**config.mk**
```make
export PLATFORM = sky130hd
export DESIGN_NAME = uart_tx
export DESIGN_NICKNAME = d
export VERILOG_FILES = /design/src/rtl/uart_tx.sv
export SDC_FILE = /design/constraint.sdc
export NUM_CORES = 1
export LEC_CHECK = 0
export CAP_MARGIN = 10
export CORE_UTILIZATION = 35
export CTS_CLUSTER_DIAMETER = 80
export DETAILED_ROUTE_END_ITERATION = 7
export DONT_BUFFER_PORTS = 1
export SKIP_LAST_GASP = 1
export SLEW_MARGIN = 20
export SYNTH_ARGS = -nofsm -noshare
export SYNTH_HDL_FRONTEND = slang
export SYNTH_SLANG_ARGS = --single-unit
```
**constraint.sdc**
```tcl
create_clock -name Clock -period 3.5 [get_ports Clock]
set_input_delay 0.35 -clock Clock [delete_from_list [all_inputs] [get_ports Clock]]
set_output_delay 0.35 -clock Clock [all_outputs]
set_load 0.05 [all_outputs]
```
**src/rtl/uart_tx.sv**
```systemverilog
// rtl/uart_tx.sv - byte-wide UART transmitter, MSB first, mode-byte framing
module uart_tx #(
   parameter logic [15:0] DIV0 = 16'd10416,
   parameter logic [15:0] DIV1 = 16'd5208,
   parameter logic [15:0] DIV2 = 16'd2604,
   parameter logic [15:0] DIV3 = 16'd868
) (
   input  logic       Clock,
   input  logic       Reset,
   input  logic [7:0] MODE,
   input  logic [7:0] DATA_IN,
   input  logic       TX_VALID,
   output logic       TX_READY,
   input  logic       CTS,
   output logic       TXD,
   output logic       BUSY,
   output logic       TX_DONE
);

   typedef enum logic [2:0] {
      IDLE   = 3'd0,
      START  = 3'd1,
      DATA   = 3'd2,
      PARITY = 3'd3,
      STOP1  = 3'd4,
      STOP2  = 3'd5
   } state_t;

   state_t      state;
   logic [15:0] cnt;
   logic [2:0]  bit_idx;
   logic [7:0]  shadow;
   logic [1:0]  baud_q;
   logic        one_stop_q;
   logic        odd_q;
   logic        par_en_q;
   logic [15:0] div;
   logic        bit_end;

   // Bit period for the format latched at accept, so mid-frame MODE changes are ignored
   always_comb begin
      div = DIV0;
      case (baud_q)
         2'b00:   div = DIV0;
         2'b01:   div = DIV1;
         2'b10:   div = DIV2;
         default: div = DIV3;
      endcase
   end

   assign bit_end  = (cnt == div - 16'd1);
   assign TX_READY = (state == IDLE) && CTS && !Reset;

   // Frame sequencer; TXD is registered and loaded with the next bit's value on each bit boundary
   always_ff @(posedge Clock) begin
      if (Reset) begin
         state      <= IDLE;
         cnt        <= 16'd0;
         bit_idx    <= 3'd0;
         shadow     <= 8'd0;
         baud_q     <= 2'b00;
         one_stop_q <= 1'b0;
         odd_q      <= 1'b0;
         par_en_q   <= 1'b0;
         TXD        <= 1'b1;
         BUSY       <= 1'b0;
         TX_DONE    <= 1'b0;
      end else begin
         TX_DONE <= 1'b0;
         if (state == IDLE) begin
            TXD <= 1'b1;
            cnt <= 16'd0;
            if (TX_VALID && CTS) begin
               shadow     <= DATA_IN;
               baud_q     <= MODE[7:6];
               one_stop_q <= MODE[5];
               odd_q      <= MODE[1];
               par_en_q   <= MODE[0];
               BUSY       <= 1'b1;
               TXD        <= 1'b0;
               state      <= START;
            end
         end else if (!bit_end) begin
            cnt <= cnt + 16'd1;
         end else begin
            cnt <= 16'd0;
            case (state)
               START: begin
                  state   <= DATA;
                  bit_idx <= 3'd7;
                  TXD     <= shadow[7];
               end
               DATA: begin
                  if (bit_idx != 3'd0) begin
                     bit_idx <= bit_idx - 3'd1;
                     TXD     <= shadow[bit_idx - 3'd1];
                  end else if (par_en_q) begin
                     state <= PARITY;
                     TXD   <= (^shadow) ^ odd_q;
                  end else begin
                     state <= STOP1;
                     TXD   <= 1'b1;
                  end
               end
               PARITY: begin
                  state <= STOP1;
                  TXD   <= 1'b1;
               end
               STOP1: begin
                  TXD <= 1'b1;
                  if (!one_stop_q) begin
                     state <= STOP2;
                  end else begin
                     state   <= IDLE;
                     BUSY    <= 1'b0;
                     TX_DONE <= 1'b1;
                  end
               end
               default: begin
                  TXD     <= 1'b1;
                  state   <= IDLE;
                  BUSY    <= 1'b0;
                  TX_DONE <= 1'b1;
               end
            endcase
         end
      end
   end

endmodule

```
==> flow_metrics.py, run 1 <==
metrics = {
    "run_status": {
        "status": "finished clean",
    },
    "die": {
        "die_h_um": 77.1,
        "pin_count": 24,
        "core_area_mm2": 0.00527,
        "fp.dieArea_mm2": 0.00595,
        "start_util": 0.375,
        "die_w_um": 77.1,
        "num_rows": 26,
    },
    "clock_network": {
        "cts_buffers": 5,
        "clock-root-buffer": "clkbuf_8",
        "holdBufCountCts": 0,
        "cts.clk_slew.worst_paths_ns": 0.07,
        "clk_latency_ns": 0.28,
        "cts_tree": "built",
        "clk_path_buf_depth": 2,
        "cts_resized": 0,
        "cts_setup_buffers": 0,
        "htreeDepth": 2,
        "clkSinkCount": 38,
    },
    "logic_synthesis": {
        "synth-compound-area-share": 0.122,
        "netlist.area_leader.share": 0.385,
        "syn_avg_cell_area_um2": 8.23,
        "syn-cell-area_mm2": 0.00198,
        "yosys.area.top_type": "dfxtp_1",
        "synthXorXnorAreaFrac": 0.115,
        "async_flop_share": 0,
        "synth_top_flop_cell": "dfxtp_1",
        "yosysWarnings": 0,
        "synth_cell_type_count": 39,
        "synthCells": 240,
        "synth_mux_area_frac": 0.0329,
        "synth.area.top_cells": "dfxtp_1, xnor2_1, nand2_1",
        "yosys.area_share.adder": 0.0507,
        "ys_ff_latch": 38,
        "synth_top_family_by_area": "simple AND/OR/NAND/NOR gates",
        "synth_edf_count": 0,
        "synth-simple-area-share": 0.263,
        "syn_nets": 268,
        "ys_seq_area_frac": 0.385,
    },
    "drt": {
        "route.vias.total": 1548,
        "finalWirelength_um": 3770,
        "firstDrtPassIters": 4,
        "drt_iter0_markers": 84,
        "via_per_inst": 4.99,
        "wl_per_cell_um": 12.2,
        "drc": 0,
        "final_antenna_net_count": 0,
    },
    "sta": {
        "max_freq_mhz": 430,
        "fin_crit_sh": 0.664,
        "finalWorstSetupSlack_ns": 1.18,
        "tightestPinTransition_ns": 0.593,
        "clock_skew_ns": 0.00389,
        "period_minus_slack_ns": 2.32,
        "setup_viol": 0,
        "timing.hold.ws_ns": 0.121,
        "drv_slew": 0,
        "relSlewSlack": 0.603,
        "finalHoldViolCount": 0,
        "fin_setup_tns_ns": 0,
        "grt_setup_unrepaired": "no",
    },
    "power_and_ir_drop": {
        "p_per_area_mw_per_mm2": 402,
        "vdd_drop_max_mv": 0.215,
        "p_leak_nw": 0.749,
    },
    "setup_path": {
        "crit_fanout": 15,
        "path_class": "reg2reg",
        "cp.arrival_ns": 2.48,
        "critPathCaptureType": "flip-flop",
        "required_ns": 3.66,
        "start_kind": "flip-flop",
    },
    "job": {
        "drv_cap": 0,
    },
    "finish": {
        "insertedDiodeCount": 0,
        "syn2layout_area_growth_pct": 7.41,
        "layout_common_cells": "dfxtp_1, nand2_1, nor2_1",
        "fillers": 564,
        "final_layout_size_suffix_gt1_frac": 0.0625,
        "finalNetCount": 267,
        "multi_input_area_mm2": 0.00115,
        "regArea_um2": 761,
        "mostFrequentLayoutCell": "dfxtp_1",
        "final_cells": 310,
    },
    "global_routing": {
        "grt_usage": 0.146,
        "grt_pass1_wl_um": 6990,
        "grt_pass1_vias": 1490,
        "grt_max_degree": 22,
        "antenna_found_initial": 0,
        "gr-total-overflow": 0,
    },
    "placement": {
        "io_buffers": 0,
        "placed_cells": 302,
        "place.gp.congestion": 0.818,
        "pre_cts_ws_ns": 1.17,
        "dp_hpwl_um": 2730,
    },
    "hold_path": {
        "hp-class": "in2reg",
    },
}
through the flow:
stage,power [mW],utilization,area [um2]
final,0.854,0.403,2120
after global routing,0.896,0.403,2120
after CTS,0.862,0.403,2120
after detailed placement,0.555,0.385,2030
after global placement,0.553,0.385,2030
after floorplan,0.543,-,1980
cell families after synthesis:
family / after synthesis
AND/OR/NAND/NOR: 110
AO/OA/AOI/OAI: 38
flip-flops: 38
XOR/XNOR: 26
buffers and inverters: 16
adder cells (fa/ha/maj): 8
multiplexers: 4
per-layer routing:
| layer | part of all wire | global-route usage | wire (um) |
|---|---|---|---|
| met2 | 0.41 | 0.205 | 1550 |
| met4 | 0.012 | 0.0509 | 46 |
| met1 | 0.53 | 0.209 | 2010 |
| met3 | 0.043 | 0.0429 | 161 |
| met5 | 0 | 0 | 0 |
cells in the mapped netlist, drive strengths merged, types with 3 or more instances:
cell type and instances:
or3 3, clkbuf 6, and3 9, nand2 37, a21oi 19, dfxtp 38
xnor2 16, o21ai 5, a31oi 3, nor3 6, inv 8, xor2 10
ha 8, nand4 4, nor2 33, nand3 7
worst paths after layout:
path,startpoint,end,slack [ns],cells past startpoint
hold reg to reg,odd_q,odd_q,0.46,2
setup / recovery,baud_q[0],cnt[10],1.18,8
setup reg to reg,baud_q[0],cnt[10],1.18,8
hold / removal,Reset,baud_q[1],0.12,1
registers in the layout, summed over array words and instances, names as in the netlist:
register / flops
state: 3
TXD: 1
baud_q: 2
bit_idx: 3
TX_DONE: 1
shadow: 8
one_stop_q: 1
BUSY: 1
cnt: 16
par_en_q: 1
odd_q: 1
layout make-up:
cell class                 instances  share of cell area
clock inverter                     1             0.00236
tap                               70              0.0413
inverter                           8              0.0142
multi-input combinational        186               0.543
sequential                        38               0.358
clock buffer                       7              0.0407
report_power, final:
part           internal, mW  leakage [nW]  total (mW)  switching, mW
combinational        0.0311         0.393      0.0745         0.0434
sequential            0.445         0.308       0.470         0.0243
clock                 0.159        0.0482       0.310          0.151
total                 0.635         0.749       0.854          0.219
worst max-delay path, stage by stage (launching register included):
cell and delay, ns:
dfxtp_1 0.45, inv_1 0.10, ha_1 0.23, o21bai_1 0.17, xnor2_1 0.09, nor4_2 0.41, a21oi_1 0.22, nand2_1 0.43
nor2_1 0.10
Note: power is estimated with default switching activity, not from simulation.
==> run 2: changes to the inputs <==
==> constraint.sdc (replaced) <==
create_clock -name Clock -period 2.4 [get_ports Clock]
set_input_delay 0.24 -clock Clock [delete_from_list [all_inputs] [get_ports Clock]]
set_output_delay 0.24 -clock Clock [all_outputs]
set_load 0.05 [all_outputs]
==> flow_metrics.py, run 2 (synthesized netlist as in run 1, its figures left out) <==
metrics = {
    "die": {
        "num_rows": 26,
        "die_h_um": 77.1,
        "pin_count": 24,
        "die_w_um": 77.1,
        "core_area_mm2": 0.00527,
        "start_util": 0.375,
        "fp.dieArea_mm2": 0.00595,
    },
    "setup_path": {
        "critPathCaptureType": "flip-flop",
        "critPathTopFamily": "simple AND/OR/NAND/NOR gates",
        "rr_startpoint": "baud_q[1]",
        "crit_fanout": 8,
        "cp.arrival_ns": 2.35,
        "path_class": "reg2reg",
        "cp.buffers_inverters": 1,
        "start_kind": "flip-flop",
        "cp_cell_sequence": "inv_1, ha_1, xnor2_1, nand4_1, nor4_2, nand2_2, a211o_1, a221oi_1",
        "critical_path.slowest_cell": "nor4_2",
        "startpoint": "baud_q[1]",
        "required_ns": 2.59,
        "max_stage_delay_ns": 0.42,
    },
    "drt": {
        "drc": 0,
        "route.vias.total": 1597,
        "final_antenna_net_count": 0,
        "firstDrtPassIters": 4,
        "wl_per_cell_um": 12.3,
        "via_per_inst": 5.09,
        "drt_iter0_markers": 123,
        "finalWirelength_um": 3860,
    },
    "clock_network": {
        "cts_buffers": 5,
        "cts_tree": "built",
        "htreeDepth": 2,
        "cts.clk_slew.worst_paths_ns": 0.08,
        "clock-root-buffer": "clkbuf_8",
        "clkSinkCount": 38,
        "clk_latency_ns": 0.28,
        "clk_path_buf_depth": 2,
    },
    "sta": {
        "max_freq_mhz": 463,
        "drv_slew": 0,
        "relSlewSlack": 0.636,
        "setup_viol": 0,
        "finalWorstSetupSlack_ns": 0.241,
        "period_minus_slack_ns": 2.16,
        "grt_setup_unrepaired": "no",
        "tightestPinTransition_ns": 0.541,
        "finalHoldViolCount": 0,
        "clock_skew_ns": 0.00482,
        "fin_setup_tns_ns": 0,
        "fin_crit_sh": 0.900,
    },
    "finish": {
        "largest_register_ffs": 16,
        "syn2layout_area_growth_pct": 9.88,
        "final_layout_size_suffix_gt1_frac": 0.0738,
        "fillers": 568,
        "regMostFlops": "cnt",
        "fin_area_mm2": 0.00217,
        "mostFrequentLayoutCell": "dfxtp_1",
        "layout_common_cells": "dfxtp_1, nand2_1, nor2_1",
        "final_cells": 314,
        "insertedDiodeCount": 0,
        "regArea_um2": 762,
        "multi_input_area_mm2": 0.00115,
        "reg.largest.list": "cnt x16, shadow x8",
        "finalNetCount": 271,
        "fin_util": 0.412,
    },
    "placement": {
        "io_buffers": 0,
        "place_area_mm2": 0.00206,
        "dp_hpwl_um": 2740,
        "pre_cts_ws_ns": 0.180,
        "place.gp.congestion": 0.852,
        "placed_cells": 304,
    },
    "global_routing": {
        "gr-total-overflow": 0,
        "antenna_found_initial": 0,
        "grt_pass1_vias": 1469,
        "grt_max_degree": 22,
        "grt_usage": 0.143,
        "grt_pass1_wl_um": 6840,
    },
    "hold_path": {
        "hold_start": "Reset",
        "hp-class": "in2reg",
    },
    "power_and_ir_drop": {
        "p_per_area_mw_per_mm2": 578,
        "vdd_drop_max_mv": 0.281,
        "p_leak_nw": 0.773,
    },
    "run_status": {
        "status": "finished clean",
    },
    "job": {
        "drv_cap": 0,
    },
}
run 2: changes by cell type in the layout (fill, tap and decap cells not counted):
| cell | before | now |
|---|---|---|
| dfxtp_2 | 0 | 1 |
| dlygate4sd3_1 | 0 | 2 |
| buf_4 | 0 | 1 |
| buf_12 | 0 | 1 |
| dfxtp_1 | 38 | 37 |
run 2: per-stage QoR:
step	power, mW	hold WS (ns)
after floorplan	0.791	0.376
after global placement	0.815	0.312
after detailed placement	0.816	0.314
after CTS	1.26	0.00962
after global routing	1.32	0.00120
final	1.25	0.0169
run 2: worst register-to-register path, cell delays in order, from the launching register on:
cell and delay, ns:
dfxtp_1 0.38, inv_1 0.10, ha_1 0.22, xnor2_1 0.14, nand4_1 0.12, nor4_2 0.42
nand2_2 0.19, a211o_1 0.27, a221oi_1 0.25
run 2: cell type report:
type / instances / area share
clock inverter: 1 / 0.00231
inverter: 8 / 0.0138
timing repair buffer: 4 / 0.0219
tap: 70 / 0.0403
sequential: 38 / 0.351
clock buffer: 7 / 0.0398
multi-input combinational: 186 / 0.531
run 2: final timing paths:
check,endpoint,slack (ns),depth (start not counted)
max reg2reg,state[2],0.24,8
min,shadow[2],0.02,1
max,state[2],0.24,8
min reg2reg,odd_q,0.46,2
run 2: metal layers:
metal / wire length (um) / vias to the layer above / share of wire / GRT usage
met5: 0 / - / 0 / 0
met4: 49 / 0 / 0.013 / 0.0509
met3: 155 / 5 / 0.040 / 0.0381
met2: 1540 / 29 / 0.40 / 0.204
met1: 2110 / 737 / 0.55 / 0.203
li1: - / 826 / - / -
run 2: power breakdown:
group / switching (mW) / internal, mW / leakage [nW]
Sequential: 0.0350 / 0.650 / 0.309
Combinational: 0.0665 / 0.0540 / 0.416
Clock: 0.218 / 0.232 / 0.0482
Total: 0.319 / 0.935 / 0.773
run 2: what timing repair did:
| action | CTS | global route |
|---|---|---|
| buffers inserted | 0 | 0 |
| hold buffers | 0 | 2 |
| setup endpoints to repair | 0 | 2 |
| gates resized for setup | 0 | 1 |
| hold endpoints to repair | 0 | 7 |
==> run 3: changes to the inputs <==
--- a/config.mk
+++ b/config.mk
@@ -6,6 +6,7 @@
 export NUM_CORES = 1
 export LEC_CHECK = 0
 export CAP_MARGIN = 10
+export CORE_MARGIN = 2
 export CORE_UTILIZATION = 35
 export CTS_CLUSTER_DIAMETER = 80
 export DETAILED_ROUTE_END_ITERATION = 7
==> flow_metrics.py, run 3 (synthesized netlist as in run 1, its figures left out) <==
metrics = {
    "clock_network": {
        "clock-root-buffer": "clkbuf_8",
        "clk_path_buf_depth": 2,
        "cts_buffers": 5,
        "cts_tree": "built",
        "cts.clk_slew.worst_paths_ns": 0.08,
        "htreeDepth": 2,
        "clk_latency_ns": 0.29,
        "clkSinkCount": 38,
    },
    "die": {
        "fp.dieArea_mm2": 0.00626,
        "die_h_um": 79.1,
        "core_area_mm2": 0.00547,
        "start_util": 0.361,
        "num_rows": 27,
        "die_w_um": 79.1,
        "pin_count": 24,
    },
    "finish": {
        "finalNetCount": 272,
        "insertedDiodeCount": 0,
        "mostFrequentLayoutCell": "dfxtp_1",
        "fin_area_mm2": 0.00219,
        "regMostFlops": "cnt",
        "layout_common_cells": "dfxtp_1, nand2_1, nor2_1",
        "final_layout_size_suffix_gt1_frac": 0.0816,
        "syn2layout_area_growth_pct": 10.7,
        "largest_register_ffs": 16,
        "reg.largest.list": "cnt x16, shadow x8",
    },
    "sta": {
        "finalHoldViolCount": 0,
        "tightestPinTransition_ns": 0.571,
        "setup_viol": 0,
        "fin_setup_tns_ns": 0,
        "fin_crit_sh": 0.914,
        "clock_skew_ns": 0.00304,
        "grt_setup_unrepaired": "no",
        "drv_slew": 0,
        "max_freq_mhz": 456,
        "relSlewSlack": 0.616,
        "period_minus_slack_ns": 2.19,
    },
    "job": {
        "drv_cap": 0,
    },
    "placement": {
        "place_area_mm2": 0.00206,
        "dp_hpwl_um": 2860,
        "place.gp.congestion": 0.762,
        "io_buffers": 0,
    },
    "drt": {
        "route.vias.total": 1582,
        "drt_iter0_markers": 65,
        "finalWirelength_um": 4130,
        "final_antenna_net_count": 0,
        "wl_per_cell_um": 13.0,
        "via_per_inst": 4.99,
        "drc": 0,
        "firstDrtPassIters": 4,
    },
    "setup_path": {
        "rr_startpoint": "baud_q[1]",
        "cp.buffers_inverters": 1,
        "critPathCaptureType": "flip-flop",
        "reg2reg_slack_ns": 0.21,
        "start_kind": "flip-flop",
        "cp_cell_sequence": "inv_1, ha_1, or3_1, a221oi_2, nand2_2, a211o_1, a221oi_1",
        "cp.arrival_ns": 2.39,
        "path_class": "reg2reg",
        "r2r_cells": 7,
        "required_ns": 2.60,
        "r2r-end": "state[2]",
        "crit_fanout": 8,
        "critical_path.slowest_cell": "dfxtp_1",
        "critPathTopFamily": "compound AO/OA/AOI/OAI gates",
        "max_stage_delay_ns": 0.38,
    },
    "global_routing": {
        "grt_usage": 0.144,
        "top_usage_layer": "met2",
        "grt_pass1_wl_um": 7170,
        "grtUsageMet1": 0.197,
        "grt_max_degree": 17,
        "grtUsageMet3": 0.0398,
        "gr-total-overflow": 0,
        "grtUsageMet2": 0.217,
        "antenna_found_initial": 0,
        "grt_pass1_vias": 1553,
    },
    "hold_path": {
        "hp-class": "in2reg",
        "hold_start": "Reset",
        "whs_path_depth": 1,
        "worstHoldEndpoint": "state[0]",
    },
    "power_and_ir_drop": {
        "p_per_area_mw_per_mm2": 584,
        "p_int_mw": 0.935,
        "netSwitchingFraction": 0.268,
        "netSwitchingPower_mw": 0.342,
        "finalPower_mw": 1.28,
        "pwr-share-clk": 0.366,
        "p_leak_nw": 0.777,
        "power.share.combinational": 0.097,
        "sequentialPowerShare": 0.536,
        "vdd_drop_max_mv": 0.212,
    },
    "run_status": {
        "status": "finished clean",
    },
}
-- run 3: changes by cell type in the layout (fill, tap and decap cells not counted) --
cell | previous run | this run
a21oi_1 | 19 | 18
a21oi_2 | 0 | 1
buf_4 | 1 | 2
clkbuf_1 | 1 | 0
clkinvlp_4 | 0 | 1
dfxtp_1 | 37 | 38
dfxtp_2 | 1 | 0
-- run 3: final cells by class --
| cell class | instances | area [um2] |
|---|---|---|
| Tap cell | 72 | 90.1 |
| Clock inverter | 2 | 12.5 |
| Multi-Input combinational cell | 186 | 1160 |
| Fill cell | 592 | 3290 |
| Inverter | 8 | 30.0 |
| Clock buffer | 6 | 82.6 |
| Sequential cell | 38 | 761 |
| Timing Repair Buffer | 5 | 55.1 |
-- run 3: stage by stage --
step,instances,util,hold slack (ns),setup WS (ns)
after CTS,315,0.396,0.00173,0.159
after global placement,306,0.377,0.312,0.249
after floorplan,240,-,0.376,0.441
after detailed placement,306,0.377,0.314,0.181
after global routing,317,0.400,0.00165,0.0163
final,317,0.400,0.0116,0.206
-- run 3: power by group through the flow --
stage / registers [mW] / clock network, mW / logic (mW)
after floorplan: 0.689 / 0 / 0.103
after global placement: 0.699 / 0 / 0.116
after detailed placement: 0.700 / 0 / 0.118
after CTS: 0.685 / 0.484 / 0.122
after global routing: 0.689 / 0.508 / 0.141
final: 0.685 / 0.468 / 0.124
-- run 3: how the worst max path moves through the flow --
| stage | from | end | slack (ns) | cells after the start |
|---|---|---|---|---|
| CTS | baud_q[0] | state[2] | 0.16 | 8 |
| global placement | baud_q[0] | state[2] | 0.25 | 8 |
| global route | baud_q[0] | state[0] | 0.02 | 9 |
| finish | baud_q[1] | state[2] | 0.21 | 7 |
| detailed placement | baud_q[0] | state[0] | 0.18 | 8 |
| floorplan | baud_q[0] | state[0] | 0.44 | 8 |
-- run 3: per-layer routing --
metal  part of all wire  up-vias
met4              0.015        0
met2               0.42       28
met3              0.042        4
met5                  0        -
li1                   -      827
met1               0.53      723
-- run 3: repair_timing --
action | 4_1_cts | 5_1_grt
endpoints found under the setup margin | 0 | 14
hold buffers | 1 | 1
hold endpoints to repair | 9 | 7
buffers inserted | 0 | 1
resized for setup | 0 | 1
